===== src/rtl/fetch_unit_pkg.sv =====
// fetch_unit_pkg: shared FSM state type, instruction payload struct,
// opcode field positions and the 6502 instruction-length decoder.
package fetch_unit_pkg;

    // Default first fetch address after reset.
    localparam logic [15:0] RESET_PC_DEFAULT = 16'h8000;

    // Opcode field positions: aaa_bbb_cc.
    localparam int CC_LSB  = 0;
    localparam int CC_MSB  = 1;
    localparam int BBB_LSB = 2;
    localparam int BBB_MSB = 4;

    typedef enum logic [2:0] {
        ST_IDLE     = 3'd0,
        ST_FETCH_OP = 3'd1,
        ST_FETCH_LO = 3'd2,
        ST_FETCH_HI = 3'd3,
        ST_HOLD     = 3'd4
    } fetch_state_t;

    // One assembled instruction as seen by the decoder.
    typedef struct packed {
        logic [7:0]  opcode;
        logic [15:0] data;
        logic [1:0]  len;
        logic [15:0] pc;
    } instr_t;

    // Instruction length in bytes (1..3) from the opcode's cc/bbb groups.
    // cc=11 opcodes are illegal on the 6502 and are passed through as 1 byte.
    function automatic logic [1:0] instr_len(input logic [7:0] op);
        logic [1:0] cc;
        logic [2:0] bbb;
        logic [1:0] len;
        cc  = op[CC_MSB:CC_LSB];
        bbb = op[BBB_MSB:BBB_LSB];
        len = 2'd2;
        case (cc)
            2'b01: begin
                if (bbb == 3'b011 || bbb == 3'b110 || bbb == 3'b111)
                    len = 2'd3;
            end
            2'b10: begin
                if (bbb == 3'b010 || bbb == 3'b100 || bbb == 3'b110)
                    len = 2'd1;
                else if (bbb == 3'b011 || bbb == 3'b111)
                    len = 2'd3;
            end
            2'b00: begin
                if (bbb == 3'b000) begin
                    // JSR abs is the only 3-byte op in this column; BRK/RTI/RTS are implied.
                    if (op == 8'h20)
                        len = 2'd3;
                    else if (op == 8'h00 || op == 8'h40 || op == 8'h60)
                        len = 2'd1;
                end else if (bbb == 3'b010 || bbb == 3'b110) begin
                    len = 2'd1;
                end else if (bbb == 3'b011 || bbb == 3'b111) begin
                    len = 2'd3;
                end
            end
            default: len = 2'd1;
        endcase
        return len;
    endfunction

endpackage


===== src/rtl/fetch_instr_buf.sv =====
// fetch_instr_buf: one-entry valid/ready register holding an assembled
// instruction. A new entry may be loaded in the same cycle the current one
// leaves, so a chain of these can stream one instruction per cycle.
module fetch_instr_buf
    import fetch_unit_pkg::*;
(
    input  logic   clk,
    input  logic   rstn,
    input  logic   flush,
    input  logic   in_valid,
    input  instr_t in_instr,
    output logic   out_valid,
    input  logic   out_ready,
    output instr_t out_instr
);

    logic   valid_reg;
    instr_t instr_reg;
    logic   load;

    assign load      = in_valid & (~valid_reg | out_ready);
    assign out_valid = valid_reg;
    assign out_instr = instr_reg;

    // Entry state: flush wins, then load, then drain on consumer ready.
    always_ff @(posedge clk or negedge rstn) begin
        if (!rstn) begin
            valid_reg <= 1'b0;
            instr_reg <= '0;
        end else if (flush) begin
            valid_reg <= 1'b0;
        end else if (load) begin
            valid_reg <= 1'b1;
            instr_reg <= in_instr;
        end else if (out_ready) begin
            valid_reg <= 1'b0;
        end
    end

endmodule


===== src/rtl/fetch_unit.sv =====
// fetch_unit: fetches 6502 instruction bytes from memory, sizes each
// instruction from its opcode, assembles opcode + operands and presents them
// to the decoder over a valid/ready handshake. redirect_i flushes everything
// and restarts fetch at redirect_pc_i.
// Optional: define FETCH_SKID_EN for a second instruction buffer so fetch
// continues while the decoder stalls.
module fetch_unit
    import fetch_unit_pkg::*;
#(
    parameter logic [15:0] RESET_PC = RESET_PC_DEFAULT
) (
    input  logic        clk_i,
    input  logic        rstn_i,
    output logic        mem_req_o,
    output logic [15:0] mem_addr_o,
    input  logic        mem_ack_i,
    input  logic [7:0]  mem_rdata_i,
    output logic        instr_valid_o,
    input  logic        instr_ready_i,
    output logic [7:0]  opcode_o,
    output logic [15:0] data_o,
    output logic [1:0]  len_o,
    output logic [15:0] instr_pc_o,
    input  logic        redirect_i,
    input  logic [15:0] redirect_pc_i
);

    fetch_state_t state_reg, state_next;
    logic [15:0]  pc_reg, pc_next;
    logic [7:0]   asm_opcode_reg;
    logic [1:0]   asm_len_reg;
    logic [15:0]  asm_pc_reg;
    logic [7:0]   asm_lo_reg;

    logic         fetching;
    logic         ack_ok;
    logic [1:0]   op_len;
    logic         complete;
    instr_t       new_instr;
    logic         hold_next;

    logic         out_in_valid;
    instr_t       out_in_instr;
    logic         out_valid;
    logic         out_ready;
    instr_t       out_instr;
    logic         out_xfer;

    assign fetching  = (state_reg == ST_FETCH_OP) || (state_reg == ST_FETCH_LO) ||
                       (state_reg == ST_FETCH_HI);
    // A redirect in the same cycle discards whatever byte memory returns.
    assign ack_ok    = fetching & mem_ack_i & ~redirect_i;
    assign op_len    = instr_len(mem_rdata_i);
    assign out_ready = instr_ready_i & ~redirect_i;
    assign out_xfer  = out_valid & out_ready;

    // Build the finished instruction from the byte arriving now plus the assembly registers.
    always_comb begin
        new_instr = '0;
        complete  = 1'b0;
        case (state_reg)
            ST_FETCH_OP: begin
                new_instr.opcode = mem_rdata_i;
                new_instr.len    = op_len;
                new_instr.pc     = pc_reg;
                complete         = ack_ok && (op_len == 2'd1);
            end
            ST_FETCH_LO: begin
                new_instr.opcode = asm_opcode_reg;
                new_instr.data   = {8'h00, mem_rdata_i};
                new_instr.len    = asm_len_reg;
                new_instr.pc     = asm_pc_reg;
                complete         = ack_ok && (asm_len_reg == 2'd2);
            end
            ST_FETCH_HI: begin
                new_instr.opcode = asm_opcode_reg;
                new_instr.data   = {mem_rdata_i, asm_lo_reg};
                new_instr.len    = asm_len_reg;
                new_instr.pc     = asm_pc_reg;
                complete         = ack_ok;
            end
            default: ;
        endcase
    end

`ifdef FETCH_SKID_EN
    logic   skid_valid;
    logic   skid_in_valid;
    instr_t skid_instr;
    logic   out_can_take;

    // The output entry accepts when empty or draining this cycle; the skid
    // entry always has priority into it to keep program order.
    assign out_can_take  = ~out_valid | out_ready;
    assign skid_in_valid = complete & (skid_valid | ~out_can_take);
    assign out_in_valid  = skid_valid | complete;
    assign out_in_instr  = skid_valid ? skid_instr : new_instr;
    // Landing in the skid entry means both entries are full next cycle.
    assign hold_next     = skid_in_valid;

    fetch_instr_buf u_skid_buf (
        .clk       (clk_i),
        .rstn      (rstn_i),
        .flush     (redirect_i),
        .in_valid  (skid_in_valid),
        .in_instr  (new_instr),
        .out_valid (skid_valid),
        .out_ready (out_can_take),
        .out_instr (skid_instr)
    );
`else
    // Single entry: fetch stops until the decoder takes the instruction.
    assign out_in_valid = complete;
    assign out_in_instr = new_instr;
    assign hold_next    = 1'b1;
`endif

    fetch_instr_buf u_out_buf (
        .clk       (clk_i),
        .rstn      (rstn_i),
        .flush     (redirect_i),
        .in_valid  (out_in_valid),
        .in_instr  (out_in_instr),
        .out_valid (out_valid),
        .out_ready (out_ready),
        .out_instr (out_instr)
    );

    // Next-state and next-pc: redirect overrides every other transition.
    always_comb begin
        state_next = state_reg;
        pc_next    = pc_reg;
        if (redirect_i) begin
            state_next = ST_FETCH_OP;
            pc_next    = redirect_pc_i;
        end else begin
            if (ack_ok)
                pc_next = pc_reg + 16'd1;
            case (state_reg)
                ST_IDLE: state_next = ST_FETCH_OP;
                ST_FETCH_OP: begin
                    if (ack_ok) begin
                        if (op_len == 2'd1)
                            state_next = hold_next ? ST_HOLD : ST_FETCH_OP;
                        else
                            state_next = ST_FETCH_LO;
                    end
                end
                ST_FETCH_LO: begin
                    if (ack_ok) begin
                        if (asm_len_reg == 2'd2)
                            state_next = hold_next ? ST_HOLD : ST_FETCH_OP;
                        else
                            state_next = ST_FETCH_HI;
                    end
                end
                ST_FETCH_HI: begin
                    if (ack_ok)
                        state_next = hold_next ? ST_HOLD : ST_FETCH_OP;
                end
                ST_HOLD: begin
                    if (out_xfer)
                        state_next = ST_FETCH_OP;
                end
                default: state_next = ST_IDLE;
            endcase
        end
    end

    // FSM state and fetch pointer.
    always_ff @(posedge clk_i or negedge rstn_i) begin
        if (!rstn_i) begin
            state_reg <= ST_IDLE;
            pc_reg    <= RESET_PC;
        end else begin
            state_reg <= state_next;
            pc_reg    <= pc_next;
        end
    end

    // Partial-instruction assembly registers, written on accepted bytes only.
    always_ff @(posedge clk_i or negedge rstn_i) begin
        if (!rstn_i) begin
            asm_opcode_reg <= 8'h00;
            asm_len_reg    <= 2'd0;
            asm_pc_reg     <= 16'h0000;
            asm_lo_reg     <= 8'h00;
        end else if (ack_ok) begin
            case (state_reg)
                ST_FETCH_OP: begin
                    asm_opcode_reg <= mem_rdata_i;
                    asm_len_reg    <= op_len;
                    asm_pc_reg     <= pc_reg;
                end
                ST_FETCH_LO: asm_lo_reg <= mem_rdata_i;
                default: ;
            endcase
        end
    end

    // Address is driven only with a request so every output idles at zero.
    assign mem_req_o     = fetching;
    assign mem_addr_o    = fetching ? pc_reg : 16'h0000;
    assign instr_valid_o = out_valid & ~redirect_i;
    assign opcode_o      = out_instr.opcode;
    assign data_o        = out_instr.data;
    assign len_o         = out_instr.len;
    assign instr_pc_o    = out_instr.pc;

endmodule


===== config.mk =====
export PLATFORM = sky130hd
export DESIGN_NAME = fetch_unit
export DESIGN_NICKNAME = d
export VERILOG_FILES = /design/src/rtl/fetch_unit_pkg.sv /design/src/rtl/fetch_instr_buf.sv /design/src/rtl/fetch_unit.sv
export SDC_FILE = /design/constraint.sdc
export NUM_CORES = 1
export LEC_CHECK = 0
export CAP_MARGIN = 30
export CELL_PAD_IN_SITES_DETAIL_PLACEMENT = 1
export CELL_PAD_IN_SITES_GLOBAL_PLACEMENT = 2
export CORE_ASPECT_RATIO = 0.9
export CORE_MARGIN = 2
export CORE_UTILIZATION = 34
export DETAILED_ROUTE_END_ITERATION = 10
export PLACE_DENSITY_LB_ADDON = 0.12
export SLEW_MARGIN = 20
export SYNTH_ARGS = -nofsm -noshare
export SYNTH_HDL_FRONTEND = slang
export SYNTH_SLANG_ARGS = --single-unit

===== constraint.sdc =====
create_clock -name clk_i -period 2.2 [get_ports clk_i]
set_input_delay 0.33 -clock clk_i [delete_from_list [all_inputs] [get_ports clk_i]]
set_output_delay 0.33 -clock clk_i [all_outputs]
set_load 0.01 [all_outputs]

==> results by group <==
Status
  • Outcome: complete, no violations

Worst hold path
  • Worst hold path class: in2async

Global routing
  • Total Routing Usage GR: 18.1%
  • Global route overflow: 0
  • Vias in the first global route: 3714
  • Largest net degree at the start of global routing: 41
  • Initial antenna violation count: 0
  • First-pass GRT wire length: 20400 um

Critical path
  • Setup crit start kind: register
  • Critical path type: reg2out
  • CP top delay family: buffers and inverters
  • Worst-path fanout max: 8
  • Critical Path AT: 1.81 ns
  • Critical path endpoint category: output port
  • Worst path buffer plus inverter count: 2
  • Crit-path max cell delay: 0.53 ns
  • Worst path cell trace: nor2_4, nor2_2, buf_4, and2_1, clkdlybuf4s50_1
  • Critical Path RT: 1.87 ns
  • Highest-delay cell along the critical path: clkdlybuf4s50_1

Layout
  • Finished Layout Cells: 678
  • Max reg flops: 42
  • Diode count: 0
  • Layout cell share with drive strength beyond 1: 25.3%
  • Fillers: 1454
  • P&R area growth vs syn: 33.6%
  • Final #Nets: 535

Yosys
  • Post-synth top flop: dfrtp_1
  • Syn Area/Cell: 11.9 um^2
  • Top post-synthesis cells by area: dfrtp_1 (51%), mux2_2 (14%), a22o_1 (4.5%)
  • Synthesized flop and latch total: 96
  • Post-Syn Nets: 424
  • Post-Syn Area: 4690 um^2
  • Ys async rst share: 100%
  • EDFF count, synth: 0
  • Mapped Cells: 394
  • Yosys warnings: 0
  • Area fraction of the dominant cell type after synthesis: 50.7%
  • Post-synthesis sequential area ratio: 51.2%
  • Synth cell types: 48
  • Area leader, netlist: dfrtp_1

Die
  • Die width: 128 um
  • Core footprint: 13400 um^2
  • Die extent in y: 115 um
  • Ports: 89
  • Die area: 14800 um^2
  • Row count: 40
  • Initial Utilization: 35.0%

Drt
  • Post-route ant nets: 0
  • TritonRoute pass-1 iters: 4
  • Residual DRC: 0
  • Post-Route WL: 12600 um
  • Drt first-iter violations: 81
  • Vias/cell: 5.11
  • Vias post-DR: 3465
  • Wire per inst: 18.6 um

Pwr
  • Power Dens Cells: 1070 nW/um^2
  • Total Power: 6.71 mW
  • VDD IR max: 435 uV
  • Sw Ratio: 31.4%
  • Clock share of power: 21.0%
  • Register share of total power: 40.7%
  • Sw Pwr: 2.11 mW
  • Static leakage: 2.83 nW
  • Logic pwr share: 38.3%
  • Pint: 4.60 mW

Clock tree
  • H-tree levels: 3
  • Root buffer cell: clkbuf_16
  • CTS tree: yes
  • CTS Buf Count: 9
  • Clock buffer depth: 2
  • Reg clk slew, reported paths: 0.06 ns
  • Clk_lat worst skew: 0.35 ns
  • Sink Count: 96

STA
  • Worst Skew: 0.00658 ns
  • RSZ-0062 raised after global routing: true
  • Fmax: 467 MHz
  • Slew HR: 68.6%
  • Max-slew violations: 0
  • Final Setup Violations: 0
  • Fin. Hold Viols: 0
  • Worst-Margin Slew: 0.471 ns
  • Setup TNS Final: 0 ns
  • Crit path time final: 2.14 ns
  • Final period util: 97.3%

Place
  • Placed cells: 656
  • Detailed Place HPWL: 8790 um
  • Buffers on Ports: 88
  • GPL Wtd Cong: 0.735

Flow run
  • Max_cap viols: 0
## repair_timing
action                     CTS  global route
setup endpoints to repair   16            16
gates cloned                 0             1
hold buffers                 1             0
pin swaps                    1             0
buffers inserted             2             2
resized for setup            4             4
hold endpoints to repair    30             0
## power by group through the flow
stage | logic [mW] | clock network [mW] | registers (mW)
2_1_floorplan | 1.30 | 0 | 2.74
3_3_place_gp | 2.46 | 0 | 2.74
3_5_place_dp | 2.52 | 0 | 2.78
4_1_cts | 2.56 | 1.47 | 2.74
5_1_grt | 2.80 | 1.53 | 2.82
6_report | 2.57 | 1.41 | 2.73
## logic make-up after synthesis
family,count (synthesis),synth area share (%)
simple gates,111,13.5
flops,96,51.2
mux,84,19.9
compound gates,55,8.61
buf+inv,32,3.73
xor+xnor,15,2.80
fa+ha+maj,1,0.267
## metal layers
metal,track usage (%),vias to the layer above,wire (um),share of wire [%]
li1,-,1612,-,-
met1,23.4,1775,5650,45
met2,31.2,65,6350,50
met3,3.83,13,443,3.5
met4,4.91,0,154,1.2
met5,0,-,0,0
## layout make-up
cell class,count,area (um^2),area share [%]
Clock buffer,14,244,3.89
Clock inverter,2,10.0,0.160
Inverter,3,11.3,0.180
Multi-Input combinational cell,266,2130,34.0
Sequential cell,96,2410,38.4
Tap cell,168,210,3.35
Timing Repair Buffer,129,1250,20.0
## stage by stage
step / area (um^2) / hold slack (ns) / setup slack, ns / util [%]
5_1_grt: 6270 / 0.504 / -0.0181 / 46.7
3_3_place_gp: 5950 / 0.313 / -0.0254 / 44.4
6_report: 6270 / 0.470 / 0.0586 / 46.7
2_1_floorplan: 4690 / 0.0344 / 0.444 / -
3_5_place_dp: 5950 / 0.308 / -0.105 / 44.4
4_1_cts: 6240 / 0.483 / 0.0223 / 46.5
## worst reg2reg max path, stage by stage, from the launching register on
cell and delay (ns):
dfrtp_2 0.42, buf_4 0.19, nor2b_2 0.18, o211ai_1 0.15, nand4_1 0.20, nand3_4 0.15
buf_12 0.20, mux2_1 0.33
## cells in the final DEF (no fill, tap or decap), types with 6 or more instances in the layout
cell,netlist,routed
a22o_1,24,24
and2_1,17,17
and3_1,8,8
buf_4,1,35
clkbuf_16,0,9
clkdlybuf4s50_1,0,87
dfrtp_1,95,92
mux2_1,15,15
mux2_2,59,59
mux2i_1,10,10
nand2_1,30,30
nand4_1,6,6
nor2_1,17,16
o21ai_0,21,21
xnor2_1,8,8
xor2_1,7,7
## final timing paths
kind	startpoint	to	slack, ns	depth (start not counted)
min in group clk_i	u_out_buf.out_instr[27]	u_out_buf.out_instr[27]	0.49	1
worst min register to register	u_out_buf.out_instr[27]	u_out_buf.out_instr[27]	0.49	1
max in group asynchronous	rstn_i	asm_opcode_reg[1]	0.99	3
worst min-delay path	rstn_i	u_out_buf.out_instr[32]	0.47	2
worst max register to register	state_reg[2]	u_out_buf.out_instr[31]	0.26	7
worst max-delay path	state_reg[0]	mem_addr_o[0]	0.06	5
## cells in the mapped netlist (2+ instances only)
library cell  count
o21ai_0          21
clkbuf_1         14
buf_6             6
inv_1             3
buf_1             3
o21ai_1           4
mux2i_1          10
nand4_1           6
mux2_2           59
nor2b_1           6
buf_2             4
nor3_1            2
xor2_1            7
and2_1           17
nor2_1           17
dfrtp_1          95
mux2_1           15
nor4_1            2
nand2_1          30
xnor2_1           8
nand3_1           5
nor2_2            3
nand2b_1          2
and3_1            8
a22o_1           24
(Power assumes the default switching activity.)
